$ cat src/rtl/gate_arbiter.sv
// Parking gate arbiter: buffers entry/exit requests, picks a winner, issues a
// one-cycle grant and times the door. Define GATE_EXIT_PRIORITY_EN to make exit win ties.
module gate_arbiter #(
    parameter int DOOR_CYCLES = 4,
    parameter int FIFO_DEPTH  = 4,
    parameter int CNT_W       = 3
) (
    input  logic             clk,
    input  logic             reset,
    input  logic             entry_req,
    input  logic             exit_req,
    input  logic [1:0]       exit_req_slot,
    input  logic             is_full,
    output logic             entry_grant,
    output logic             exit_grant,
    output logic [1:0]       grant_slot,
    output logic             door_cmd,
    output logic             entry_pending,
    output logic [CNT_W-1:0] exit_count,
    output logic             entry_drop,
    output logic             exit_drop,
    output logic             busy
);
    localparam int AW = $clog2(FIFO_DEPTH);
    localparam logic [1:0] S_IDLE  = 2'd0;
    localparam logic [1:0] S_GRANT = 2'd1;
    localparam logic [1:0] S_OPEN  = 2'd2;
    localparam logic [1:0] S_COOL  = 2'd3;
    localparam logic [CNT_W-1:0] FULL_CNT = CNT_W'(FIFO_DEPTH);
    localparam logic [3:0]       TMR_LAST = 4'(DOOR_CYCLES - 1);

    logic [1:0]       state_q, state_d;
    logic [3:0]       timer_q, timer_d;
    logic             last_ex_q, last_ex_d;
    logic             sel_ex_q, sel_ex_d;
    logic             pend_q, pend_d;
    logic [CNT_W-1:0] cnt_q, cnt_d;
    logic [AW-1:0]    wr_q, wr_d, rd_q, rd_d;
    logic [1:0]       mem_q [FIFO_DEPTH];

    logic             egnt_q, egnt_d, xgnt_q, xgnt_d;
    logic [1:0]       slot_q, slot_d;
    logic             door_q, door_d, busy_q, busy_d;
    logic             edrop_q, edrop_d, xdrop_q, xdrop_d;

    logic el_en, el_ex, pick_ex, clr, pop, push, full;

    always_comb begin
        state_d   = state_q;
        timer_d   = timer_q;
        last_ex_d = last_ex_q;
        sel_ex_d  = sel_ex_q;

        el_en = pend_q & ~is_full;
        el_ex = (cnt_q != '0);
`ifdef GATE_EXIT_PRIORITY_EN
        pick_ex = el_ex;
`else
        // Round-robin on a tie: serve the side that did not go last.
        pick_ex = el_ex & (~el_en | ~last_ex_q);
`endif
        clr = (state_q == S_GRANT) & ~sel_ex_q;
        pop = (state_q == S_GRANT) & sel_ex_q;

        case (state_q)
            S_IDLE: begin
                if (el_en | el_ex) begin
                    state_d  = S_GRANT;
                    sel_ex_d = pick_ex;
                end
            end
            S_GRANT: begin
                state_d   = S_OPEN;
                timer_d   = '0;
                last_ex_d = sel_ex_q;
            end
            S_OPEN: begin
                if (timer_q == TMR_LAST) state_d = S_COOL;
                else                     timer_d = timer_q + 4'd1;
            end
            default: state_d = S_IDLE;
        endcase

        edrop_d = entry_req & pend_q & ~clr;
        pend_d  = (pend_q & ~clr) | entry_req;

        full    = (cnt_q == FULL_CNT);
        push    = exit_req & (~full | pop);
        xdrop_d = exit_req & full & ~pop;
        wr_d    = push ? wr_q + 1'b1 : wr_q;
        rd_d    = pop  ? rd_q + 1'b1 : rd_q;
        cnt_d   = cnt_q;
        if (push & ~pop)      cnt_d = cnt_q + CNT_W'(1);
        else if (pop & ~push) cnt_d = cnt_q - CNT_W'(1);

        // Outputs are registered from the next state so they line up with it.
        egnt_d = (state_d == S_GRANT) & ~sel_ex_d;
        xgnt_d = (state_d == S_GRANT) & sel_ex_d;
        slot_d = xgnt_d ? mem_q[rd_q] : 2'd0;
        door_d = (state_d == S_GRANT) | (state_d == S_OPEN);
        busy_d = (state_d != S_IDLE);
    end

    always_ff @(posedge clk or posedge reset) begin
        if (reset) begin
            state_q   <= S_IDLE;
            timer_q   <= '0;
            last_ex_q <= 1'b1;
            sel_ex_q  <= 1'b0;
            pend_q    <= 1'b0;
            cnt_q     <= '0;
            wr_q      <= '0;
            rd_q      <= '0;
            egnt_q    <= 1'b0;
            xgnt_q    <= 1'b0;
            slot_q    <= 2'd0;
            door_q    <= 1'b0;
            busy_q    <= 1'b0;
            edrop_q   <= 1'b0;
            xdrop_q   <= 1'b0;
        end else begin
            state_q   <= state_d;
            timer_q   <= timer_d;
            last_ex_q <= last_ex_d;
            sel_ex_q  <= sel_ex_d;
            pend_q    <= pend_d;
            cnt_q     <= cnt_d;
            wr_q      <= wr_d;
            rd_q      <= rd_d;
            egnt_q    <= egnt_d;
            xgnt_q    <= xgnt_d;
            slot_q    <= slot_d;
            door_q    <= door_d;
            busy_q    <= busy_d;
            edrop_q   <= edrop_d;
            xdrop_q   <= xdrop_d;
        end
    end

    // Slot storage needs no reset; pointers and count define what is valid.
    always_ff @(posedge clk) begin
        if (push) mem_q[wr_q] <= exit_req_slot;
    end

    assign entry_grant   = egnt_q;
    assign exit_grant    = xgnt_q;
    assign grant_slot    = slot_q;
    assign door_cmd      = door_q;
    assign entry_pending = pend_q;
    assign exit_count    = cnt_q;
    assign entry_drop    = edrop_q;
    assign exit_drop     = xdrop_q;
    assign busy          = busy_q;
endmodule

$ cat config.mk
export PLATFORM = sky130hd
export DESIGN_NAME = gate_arbiter
export DESIGN_NICKNAME = d
export VERILOG_FILES = /design/src/rtl/gate_arbiter.sv
export SDC_FILE = /design/constraint.sdc
export NUM_CORES = 1
export LEC_CHECK = 0
export BUFFER_PORTS_ARGS = -buffer_cell sky130_fd_sc_hd__buf_4
export CAP_MARGIN = 5
export CORE_UTILIZATION = 59
export CTS_BUF_LIST = sky130_fd_sc_hd__clkbuf_8
export DETAILED_ROUTE_END_ITERATION = 10
export PLACE_DENSITY = 0.88
export SYNTH_ARGS = -nofsm -noshare
export SYNTH_HDL_FRONTEND = slang
export SYNTH_SLANG_ARGS = --single-unit
$ cat constraint.sdc
create_clock -name clk -period 4.7 [get_ports clk]
set_input_delay 0.705 -clock clk [delete_from_list [all_inputs] [get_ports clk]]
set_output_delay 0.705 -clock clk [all_outputs]
set_load 0.02 [all_outputs]
==> impl_metrics.tcl, run 1 <==
set metrics [dict create \
    skew_ns 0.00256 \
    place_area_sq_mm 0.00164 \
    power.internal_mw 0.780 \
    synth_seq_cells 32 \
    synth.avg_cell_area_sq_um 12.8 \
    ys_types 30 \
    initial_utilization_pct 64.9 \
    finalHoldViolCount 0 \
    tns_ns 0 \
    syn_nets 135 \
    crit_path_max_fanout 7 \
    synthTopCellsByCount "23 x dfrtp_1, 13 x inv_1, 12 x ha_1, 8 x edfxtp_1, 7 x nand2_1" \
    path_clk_slew_ns 0.06 \
    hp-class "reg2reg" \
    swShare_pct 36.4 \
    finalCritPeriodShare_pct 51.2 \
    dr_wl_met3_microns 120 \
    m1WireLength_microns 998 \
    wirelength_microns 2390 \
    via_count 906 \
    post_cts_buffers 0 \
    cts_tree "yes" \
    cts_root_buf "clkbuf_8" \
    num_antenna_cells 0 \
    power_density_mw_per_mm2 699 \
    drt_iter0_drc 25 \
    ir_drop_v 0.000543 \
    grt_usage_pct 22.4 \
    yosys_warnings 0 \
    ctsResizeCount 0 \
    yosysMostFrequentCell "dfrtp_1" \
    yosysSeqAreaShare_pct 57.0 \
    final_layout_size_suffix_gt1_share_pct 24.3 \
    grt_max_degree 25 \
    synth_top_area_cell "dfrtp_1" \
    clkPwrFrac_pct 20.4 \
    crit_type "reg2reg" \
    grt_pass1_vias 884 \
    hpwl_microns 1690 \
    setup_viol 0 \
    die_width_microns 52.0 \
    grt_pass1_wl_microns 3980 \
    power.share.sequential_pct 38.6 \
    multi_input_area_sq_um 583 \
    tightest_slew_ns 0.867 \
    final_area_sq_mm 0.00175 \
    antenna_found_initial 0 \
    p_switching_mw 0.446 \
    route.met2.wl_microns 1250 \
    worstPathArrival_ns 2.61 \
    clkSinkCount 32 \
    cp-end-kind "flop" \
    fp-row-count 17 \
    clock_path_buffers 2 \
    cts_hold_repair.buffers 0 \
    critPathRequiredTime_ns 4.90 \
    ant_nets 0 \
    synth-edff-count 8 \
    cts_buffers 5 \
    first_pass_iters 4 \
    dieArea_sq_mm 0.00271 \
    status "complete, no violations" \
    synth_top_area_share_pct 39.0 \
    die_y_microns 52.0 \
    layout.nets 159 \
    routedWlPerCell_microns 14.2 \
    gp_congestion 0.793 \
    async_reset_ff_share_pct 75.0 \
    vias_per_cell 5.39 \
    top_layer_used "met4" \
    cp-start-kind "flop" \
    drcViolationCount 0 \
    rsz0062_at_grt "no" \
    h-tree-depth 2 \
    crit_chain "inv_1, ha_1, nand2_1, a31oi_4, ha_1, inv_1, fa_1, xor2_1, nor2_1, xor2_1" \
    ios 19 \
    fmax_mhz 415 \
    syn2layout_area_growth_pct 18.5 \
    synthCells 115 \
    synth_area_leaders "dfrtp_1 39%, edfxtp_1 16%, ha_1 10%" \
    maxCapViolCount 0 \
    p_leak_nw 0.808 \
    final.fill_count 143 \
    reg2reg_slack_ns 2.29 \
    max-slew-margin-rel_pct 42.1 \
    io_buffers 18 \
    slew_viol_final 0 \
    grt_overflow 0 \
    regArea_sq_um 842 \
    synth_area_sq_mm 0.00148 \
    cp_slowest_cell "dfrtp_1" \
    synth_ff_type "dfrtp_1" \
    core_area_sq_mm 0.00228 \
    critPathMaxStageDelay_ns 0.40 \
    insertion_delay_ns 0.28 \
    period_needed_ns 2.41 \
    pwr-share-comb_pct 41.0 \
]
flip-flops by register name, indices dropped and copies added (netlist names):
name and flops:
busy 1, door_cmd 1, entry_drop 1, entry_grant 1
entry_pending 1, exit_count 3, exit_drop 1, exit_grant 1
grant_slot 2, last_ex_q 1, mem_q 8, rd_q 2
sel_ex_q 1, state_q 2, timer_q 4, wr_q 2
per-layer routing:
layer,track usage [%],vias to the layer above
met5,0,-
met4,9.46,0
met3,9.65,4
met2,36.1,28
met1,25.7,439
li1,-,435
cells in the final DEF (no fill, tap or decap), types with 5 or more instances in the layout:
master    count
xnor2_1       6
inv_1        14
nand2_1       7
clkbuf_8      5
o21ai_0       5
edfxtp_1      8
dfrtp_1      23
nor2_1        5
buf_4        18
ha_1         12
worst paths after layout:
check | start | end | depth (start not counted)
min reg2reg | last_ex_q | last_ex_q | 2
min | last_ex_q | last_ex_q | 2
max in group asynchronous | reset | timer_q[0] | 2
max | state_q[1] | exit_count[2] | 10
min in group asynchronous | reset | door_cmd | 2
max reg2reg | state_q[1] | exit_count[2] | 10
kinds of logic (layout without fill, tap and decap cells):
family | count (synthesis) | count (layout) | synth area share (%)
compound gates | 16 | 16 | 8.21
mux | 5 | 5 | 5.33
xor+xnor | 8 | 8 | 4.74
buf+inv | 14 | 39 | 3.56
flops | 32 | 32 | 57.0
fa+ha+maj | 13 | 13 | 11.5
simple gates | 27 | 27 | 9.65
worst max-delay path, delay by kind of cell (launching register included):
kind,cells,cell delay [ns]
flip-flops,1,0.40
AND/OR/NAND/NOR,2,0.31
buffers and inverters,2,0.14
adder cells (fa/ha/maj),3,0.85
XOR/XNOR,2,0.32
AO/OA/AOI/OAI,1,0.30
through the flow:
step / hold slack (ns) / total power, mW / worst slack [ns] / instances / util, %
floorplan: 0.461 / 0.822 / 2.55 / 115 / -
global placement: 0.477 / 0.941 / 2.46 / 160 / 72.2
detailed placement: 0.481 / 0.969 / 2.33 / 160 / 72.2
CTS: 0.501 / 1.23 / 2.29 / 168 / 77.0
global route: 0.539 / 1.32 / 2.11 / 168 / 77.0
finish: 0.504 / 1.23 / 2.29 / 168 / 77.0
area by class of cell:
cell class / instances / share of cell area [%]
flip-flops and latches: 32 / 48.1
clock inverters: 3 / 2.21
repair buffers: 18 / 7.71
multi-input cells: 69 / 33.3
clock buffers: 5 / 3.93
well taps: 28 / 2.00
inverters: 13 / 2.79
power groups by stage:
stage               registers [mW]  clock network (mW)  logic [mW]
floorplan                    0.508                   0       0.314
global placement             0.471                   0       0.470
detailed placement           0.476                   0       0.493
CTS                          0.474               0.254       0.506
global route                 0.487               0.268       0.562
finish                       0.473               0.250       0.502
Power figures use the tool's default switching activity.
==> run 2, diff against run 1 <==
--- a/config.mk
+++ b/config.mk
@@ -7,10 +7,10 @@
 export LEC_CHECK = 0
 export BUFFER_PORTS_ARGS = -buffer_cell sky130_fd_sc_hd__buf_4
 export CAP_MARGIN = 5
-export CORE_UTILIZATION = 59
+export CORE_UTILIZATION = 53
 export CTS_BUF_LIST = sky130_fd_sc_hd__clkbuf_8
 export DETAILED_ROUTE_END_ITERATION = 10
-export PLACE_DENSITY = 0.88
+export PLACE_DENSITY = 0.84
 export SYNTH_ARGS = -nofsm -noshare
 export SYNTH_HDL_FRONTEND = slang
 export SYNTH_SLANG_ARGS = --single-unit
==> constraint.sdc (replaced) <==
create_clock -name clk -period 2.1 [get_ports clk]
set_input_delay 0.315 -clock clk [delete_from_list [all_inputs] [get_ports clk]]
set_output_delay 0.315 -clock clk [all_outputs]
set_load 0.02 [all_outputs]
==> impl_metrics.tcl, run 2 (same netlist as run 1, synthesis figures left out) <==
set metrics [dict create \
    swShare_pct 38.1 \
    power_density_mw_per_mm2 1520 \
    r2r_cells 10 \
    final_cell_mix "26 x buf_4, 22 x dfrtp_1, 11 x inv_1, 10 x ha_1, 8 x edfxtp_1" \
    crit_path_max_fanout 5 \
    maxCapViolCount 0 \
    multi_input_area_sq_um 628 \
    critPathRequiredTime_ns 2.29 \
    cp-end-kind "flop" \
    routedWlPerCell_microns 14.5 \
    fp-row-count 18 \
    ios 19 \
    top_register "mem_q" \
    layout.nets 167 \
    die_y_microns 54.8 \
    tightest_slew_ns 0.298 \
    hpwl_microns 1780 \
    io_buffers 18 \
    finalCritPeriodShare_pct 98.9 \
    grt_max_degree 25 \
    crit_type "reg2reg" \
    layout_commonest_cell "buf_4" \
    grt_pass1_vias 939 \
    p_leak_nw 0.832 \
    p_switching_mw 1.06 \
    cts_root_buf "clkbuf_8" \
    syn2layout_area_growth_pct 23.8 \
    r2r_start "state_q[1]" \
    insertion_delay_ns 0.28 \
    clkSinkCount 32 \
    worst_slack_ns 0.0238 \
    pwr-share-comb_pct 46.1 \
    rsz0062_at_grt "yes" \
    power.share.sequential_pct 38.7 \
    cts_tree "yes" \
    drcViolationCount 0 \
    finalHoldViolCount 0 \
    fmax_mhz 482 \
    vias_per_cell 5.28 \
    cts_buffers 5 \
    antenna_found_initial 0 \
    post-place-ws_ns -0.0497 \
    power.internal_mw 1.72 \
    final_layout_size_suffix_gt1_share_pct 33.3 \
    fin_cells 177 \
    num_antenna_cells 0 \
    drt_iter0_drc 5 \
    hp-class "in2async" \
    slew_viol_final 0 \
    die_width_microns 54.8 \
    r2r_end "exit_count[2]" \
    status "complete, no violations" \
    first_pass_iters 4 \
    h-tree-depth 2 \
    via_count 935 \
    setup_viol 0 \
    wirelength_microns 2570 \
    grt_overflow 0 \
    max-slew-margin-rel_pct 80.1 \
    initial_utilization_pct 58.1 \
    path_clk_slew_ns 0.06 \
    worstPathArrival_ns 2.27 \
    tns_ns 0 \
    gp_congestion 0.714 \
    ant_nets 0 \
    grt_usage_pct 20.8 \
    ir_drop_v 0.00110 \
    skew_ns 0.00328 \
    cp-start-kind "flop" \
    core_area_sq_mm 0.00254 \
    clock_path_buffers 2 \
    dpl.cell_count 166 \
    grt_pass1_wl_microns 4080 \
    hold-worst-slack_ns 0.0795 \
    cts_hold_repair.buffers 0 \
    reg2reg_slack_ns 0.02 \
    final.fill_count 175 \
    dieArea_sq_mm 0.00300 \
    largest_reg_flops 8 \
    clkPwrFrac_pct 15.2 \
    period_needed_ns 2.08 \
    regArea_sq_um 843 \
]
run 2: cell types whose count changed in the layout (fill, tap and decap cells not counted), moves of 2 or more:
cell / previous run / this run
ha_1: 12 / 10
clkinv_1: 0 / 2
inv_2: 0 / 2
inv_1: 14 / 11
ha_4: 0 / 2
buf_4: 18 / 26
run 2: worst max-delay path by stage:
stage	slack, ns	endpoint	from
floorplan	0.02	exit_count[2]	state_q[1]
global placement	0.09	exit_count[2]	state_q[1]
detailed placement	-0.05	exit_count[2]	state_q[1]
CTS	0.01	exit_count[2]	state_q[1]
global route	-0.1	exit_count[2]	state_q[1]
finish	0.02	exit_count[2]	state_q[1]
run 2: power groups by stage:
| stage | Clock (mW) | Combinational (mW) | Sequential (mW) |
|---|---|---|---|
| after floorplan | 0 | 0.720 | 1.14 |
| after global placement | 0 | 1.09 | 1.06 |
| after detailed placement | 0 | 1.16 | 1.08 |
| after CTS | 0.431 | 1.19 | 1.07 |
| after global routing | 0.455 | 1.41 | 1.10 |
| final | 0.422 | 1.28 | 1.07 |
run 2: area by class of cell:
class                      count  share of cell area [%]
timing repair buffer          26                    10.7
tap                           30                    2.05
sequential                    32                    46.1
inverter                      13                    2.67
clock buffer                   5                    3.76
multi-input combinational     69                    34.3
clock inverter                 2                   0.410
run 2: per-stage QoR:
stage / power (mW) / instance area (sq um) / utilization [%]
final: 2.78 / 1830 / 71.9
after CTS: 2.69 / 1780 / 70.0
after global routing: 2.97 / 1830 / 71.9
after global placement: 2.15 / 1690 / 66.6
after detailed placement: 2.24 / 1690 / 66.6
after floorplan: 1.86 / 1500 / -
run 2: worst max-delay path: stages (launching register included):
cell and delay [ns]:
dfrtp_1 0.40, inv_2 0.08, ha_4 0.17, nand2_4 0.06, a31oi_4 0.24, ha_4 0.17
inv_2 0.04, fa_2 0.37, xor2_2 0.16, nor2_2 0.13, xor2_1 0.17
run 2: repair_timing:
action	CTS	global route
pin swaps	1	5
setup buffers	0	4
gates resized for setup	2	6
endpoints found under the setup margin	1	1
run 2: routing by layer:
layer | global-route usage (%) | routed length [microns] | share of wire, %
met2 | 35.5 | 1350 | 52
met4 | 11.5 | 51 | 2.0
met3 | 6.11 | 125 | 4.9
met5 | 0 | 0 | 0
met1 | 22.6 | 1050 | 41
